==> config.mk <==
export PLATFORM = sky130hd
export DESIGN_NAME = fetch_unit
export DESIGN_NICKNAME = d
export VERILOG_FILES = /design/src/rtl/fetch_unit.sv
export SDC_FILE = /design/constraint.sdc
export NUM_CORES = 1
export LEC_CHECK = 0
export CORE_MARGIN = 5
export CORE_UTILIZATION = 46
export DETAILED_ROUTE_END_ITERATION = 8
export HOLD_SLACK_MARGIN = 0.1
export PLACE_DENSITY = 0.79
export SLEW_MARGIN = 10
export SYNTH_ARGS = -nofsm -noshare
export SYNTH_HDL_FRONTEND = slang
export SYNTH_SLANG_ARGS = --single-unit
==> constraint.sdc <==
create_clock -name clk -period 2 [get_ports clk]
set_clock_uncertainty 0.05 [all_clocks]
set_input_delay 0.2 -clock clk [delete_from_list [all_inputs] [get_ports clk]]
set_output_delay 0.2 -clock clk [all_outputs]
set_load 0.03 [all_outputs]
==> src/rtl/fetch_unit.sv <==
// Instruction fetch unit: keeps the PC, issues one instruction-memory request at a time,
// and presents each fetched word to decode under a valid/ready handshake with redirect and flush.
module fetch_unit #(
  parameter logic [15:0] RESET_PC = 16'h0000,
  parameter logic [15:0] PC_STEP  = 16'h0001
) (
  input  logic        clk,
  input  logic        rst_n,
  input  logic        pc_sel,
  input  logic [15:0] branch_target,
  input  logic        stall,
  output logic        imem_req,
  output logic [15:0] imem_addr,
  input  logic        imem_ack,
  input  logic [15:0] imem_rdata,
  output logic [15:0] instr,
  output logic [15:0] instr_pc,
  output logic        instr_valid,
  input  logic        instr_ready
);

  typedef enum logic [1:0] {
    IDLE  = 2'd0,
    FETCH = 2'd1,
    HOLD  = 2'd2
  } state_t;

  state_t      state;
  state_t      state_next;
  logic [15:0] pc;
  logic [15:0] addr_q;
  logic [15:0] pc_next;
  logic        discard;

  logic        start_fetch;
  logic        accept_rsp;
  logic        release_instr;

  assign pc_next = pc_sel ? branch_target : pc + PC_STEP;

  // A redirect always wins, so a response is only captured when nothing is pending or arriving.
  assign start_fetch   = (state == IDLE)  && !pc_sel && !stall;
  assign accept_rsp    = (state == FETCH) && imem_ack && !discard && !pc_sel;
  assign release_instr = (state == HOLD)  && (pc_sel || instr_ready);

  // State register
  // NOTE: sequential state is written with non-blocking (<=) so every flop samples pre-edge values.
  always_ff @(posedge clk or negedge rst_n) begin
    if (!rst_n) begin
      state <= IDLE;
    end else begin
      state <= state_next;
    end
  end

  // Next-state logic
  // NOTE: state_next gets a default before the case so no path leaves it unassigned (no latch).
  always_comb begin
    state_next = state;
    case (state)
      IDLE: begin
        if (start_fetch) state_next = FETCH;
      end
      FETCH: begin
        if (imem_ack) state_next = (discard || pc_sel) ? IDLE : HOLD;
      end
      HOLD: begin
        if (release_instr) state_next = IDLE;
      end
      default: state_next = IDLE;
    endcase
  end

  // Output logic
  always_comb begin
    imem_req  = (state == FETCH);
    imem_addr = addr_q;
  end

  // PC and request address; while no redirect is pending, pc equals addr_q during FETCH.
  always_ff @(posedge clk or negedge rst_n) begin
    if (!rst_n) begin
      pc     <= RESET_PC;
      addr_q <= RESET_PC;
    end else begin
      if (pc_sel || accept_rsp) pc <= pc_next;
      if (start_fetch)          addr_q <= pc;
    end
  end

  // Redirect seen while a request is outstanding: the eventual response is stale.
  always_ff @(posedge clk or negedge rst_n) begin
    if (!rst_n) begin
      discard <= 1'b0;
    end else if (state == FETCH) begin
      if (imem_ack)    discard <= 1'b0;
      else if (pc_sel) discard <= 1'b1;
    end else begin
      discard <= 1'b0;
    end
  end

  // Decode-side instruction register
  always_ff @(posedge clk or negedge rst_n) begin
    if (!rst_n) begin
      instr       <= 16'h0000;
      instr_pc    <= 16'h0000;
      instr_valid <= 1'b0;
    end else begin
      if (accept_rsp) begin
        instr       <= imem_rdata;
        instr_pc    <= addr_q;
        instr_valid <= 1'b1;
      end else if (release_instr) begin
        instr_valid <= 1'b0;
      end
    end
  end

  // Interface invariants
  a_req_stable : assert property (@(posedge clk) disable iff (!rst_n)
    (imem_req && !imem_ack) |=> (imem_req && $stable(imem_addr)));

  a_single_outstanding : assert property (@(posedge clk) disable iff (!rst_n)
    !(imem_req && instr_valid));

  a_instr_hold : assert property (@(posedge clk) disable iff (!rst_n)
    (instr_valid && !instr_ready && !pc_sel) |=>
      (instr_valid && $stable(instr) && $stable(instr_pc)));

endmodule

==> results.yml <==
worst_setup_path:
  rr_startpoint: "state[1]"
  crit_arrival_ns: 2.12
  crit_type: "register to register"
  critPathCaptureType: "register"
  path_max_fanout: 4
  cp.required_ns: 2.20
  start_kind: "register"
  startpoint: "state[1]"
drt:
  firstDrtPassIters: 4
  drc: 0
  wl_per_cell_um: 15.9
  first_iter_violations: 40
  ant_nets: 0
  wirelength_mm: 6.44
  via_per_inst: 5.32
  dr_total_vias: 2153
floorplanning:
  core-area_um2: 5990
  die_y_um: 89.1
  initial_core_util: 0.481
  io_pins: 88
  die_area_um2: 7950
  rows: 28
  die_x_um: 89.1
finish:
  fin_nets: 365
  drive_gt1_frac: 0.248
  register_area_um2: 1700
  multiInputGateArea_um2: 1130
  area_growth_pct: 43.6
  fill_cells: 460
  n_antenna_cell: 0
  finish.utilization: 0.691
clock_network:
  clkSinkCount: 68
  cts_tree: "built"
  post_cts_buffers: 0
  clk_latency_ns: 0.33
  clk_pin_slew_worst_paths_ns: 0.07
  htreeDepth: 3
  clockRootBuffer: "clkbuf_8"
  cts_buffer_depth: 2
  cts-buffers-inserted: 9
timing:
  final_max_slew_viol_count: 0
  fmax_ghz: 0.521
  fin_crit_sh: 0.960
  hold_ws_ns: 0.375
  setup_viol: 0
  hold_viol_final: 0
  tightest_slew_ns: 0.668
  slew-limit-headroom: 0.555
  rsz0062_at_grt: "false"
  tns_ns: 0
  min_period_ns: 1.92
synth:
  syn_area_per_cell_um2: 12.9
  ys.warnings.count: 0
  synthCells: 224
  synth.ff_latch_count: 68
  synth_nets: 263
  synth_area_leaders: "dfrtp_1 59%, mux2_2 19%, o21ai_0 2.3%"
  synth_top_cell_area_share: 0.591
  yosysSeqAreaShare: 0.591
  ys_types: 32
  synthesis.area_um2: 2880
  synth_top_area_cell: "dfrtp_1"
placed_design:
  hpwl_mm: 4.76
  port_buffers: 87
  routabilityCongestion: 0.814
pwr:
  power.density_nw_per_um2: 1300
  power.leakage_nw: 1.72
  p_total_w: 0.00538
  peakVddDrop_mv: 0.799
grt:
  grt_pass1_wl_mm: 10.6
  grt_max_degree: 36
  grt-ovfl-total: 0
  antenna_found_initial: 0
  grt_pass1_vias: 2248
  grt_usage: 0.176
outcome:
  status: "finished clean"
hold_path:
  hold_path_class: "primary input to register"
  worstHoldStart: "branch_target[6]"
flow_run:
  drv_cap: 0
[repair_timing]
item / CTS / global route
resized for setup: 0 / 2
setup endpoints to repair: 0 / 2
endpoints found under the hold margin: 27 / 0
hold buffers: 1 / 0
[worst max-delay path, stage by stage, from the launching register on]
cell	delay (ns)
dfrtp_1	0.44
nand4bb_1	0.31
or4_1	0.57
or3_1	0.31
a31oi_1	0.17
[path summary, 6_finish.rpt]
kind | end | slack [ns] | depth (start not counted)
worst max-delay path | pc[14] | 0.08 | 4
worst min-delay path | pc[6] | 0.37 | 3
worst max register to register | pc[14] | 0.08 | 4
worst min register to register | instr[6] | 0.46 | 1
max in group asynchronous | instr_pc[8] | 0.88 | 3
min in group asynchronous | instr_pc[4] | 0.40 | 2
[final cells by class]
cell class	count	share of cell area
clock buffer	13	0.0384
clock inverter	2	0.00242
inverter	6	0.00544
multi-input combinational	139	0.273
sequential	68	0.411
tap	75	0.0227
timing repair buffer	102	0.247
[synth_stat cells]
cell type  instances
a211o_1            1
a21oi_1            2
a221o_1            2
a22o_1             1
a22oi_1            1
a31oi_1            1
and4bb_2           1
buf_1              1
buf_2              4
clkbuf_1           6
dfrtp_1           68
ha_1               1
inv_1              6
mux2_2            49
mux2i_1            2
nand2_1           16
nand2_2            1
nand3_1            4
nand4_1            7
nand4bb_1          1
nor2_1             4
nor2b_1            3
nor3_1             4
nor3b_1            1
nor4_1             7
nor4_2             1
o21ai_0           13
o21bai_1           1
or3_1              3
or4_1              2
xnor2_1            6
xor2_1             4
[flip-flops by register name (all words and copies together), names as in the netlist]
signal,flops
instr_pc,16
instr,16
discard,1
pc,16
instr_valid,1
imem_addr,16
state,2
[per-stage QoR]
stage	setup slack (ns)	instances	area [um2]
after floorplan	0.174	224	2880
after global placement	-0.00990	389	3950
after detailed placement	-0.0881	389	3950
after CTS	0.0617	405	4130
after global routing	0.00836	405	4140
final	0.0790	405	4140
[cell families (layout without fill, tap and decap cells)]
family / count (synthesis) / count (layout) / synth area share
AO/OA/AOI/OAI: 22 / 22 / 0.0465
adder cells (fa/ha/maj): 1 / 1 / 0.00434
flip-flops: 68 / 68 / 0.591
XOR/XNOR: 10 / 10 / 0.0304
multiplexers: 51 / 51 / 0.198
AND/OR/NAND/NOR: 55 / 55 / 0.106
buffers and inverters: 17 / 123 / 0.0239
[power breakdown]
part	internal, W	leakage [nW]	switching [W]
Clock	0.000508	0.0893	0.000480
Sequential	0.00181	0.820	0.000270
Combinational	0.00110	0.807	0.00122
[cell usage in the layout (no fill, tap or decap), types with 2 or more instances in the layout]
cell and count:
buf_12 3, nor3_1 4, xor2_1 4, or3_1 3, inv_1 6, nand2_1 16, nor2_1 3, nor4_1 7
clkdlybuf4s50_1 85, clkinv_2 2, clkbuf_1 2, a21oi_1 2, mux2i_1 2, a221o_1 2, o21ai_0 13, mux2_2 49
nor2b_1 3, xnor2_1 6, buf_4 11, nand4_1 7, nand3_1 4, dfrtp_1 68, clkbuf_8 11
[per-layer routing]
layer / track usage / part of all wire
met1: 0.216 / 0.42
met2: 0.291 / 0.48
met3: 0.0470 / 0.081
met4: 0.0785 / 0.016
met5: 0 / 0
Power figures use the tool's default switching activity.
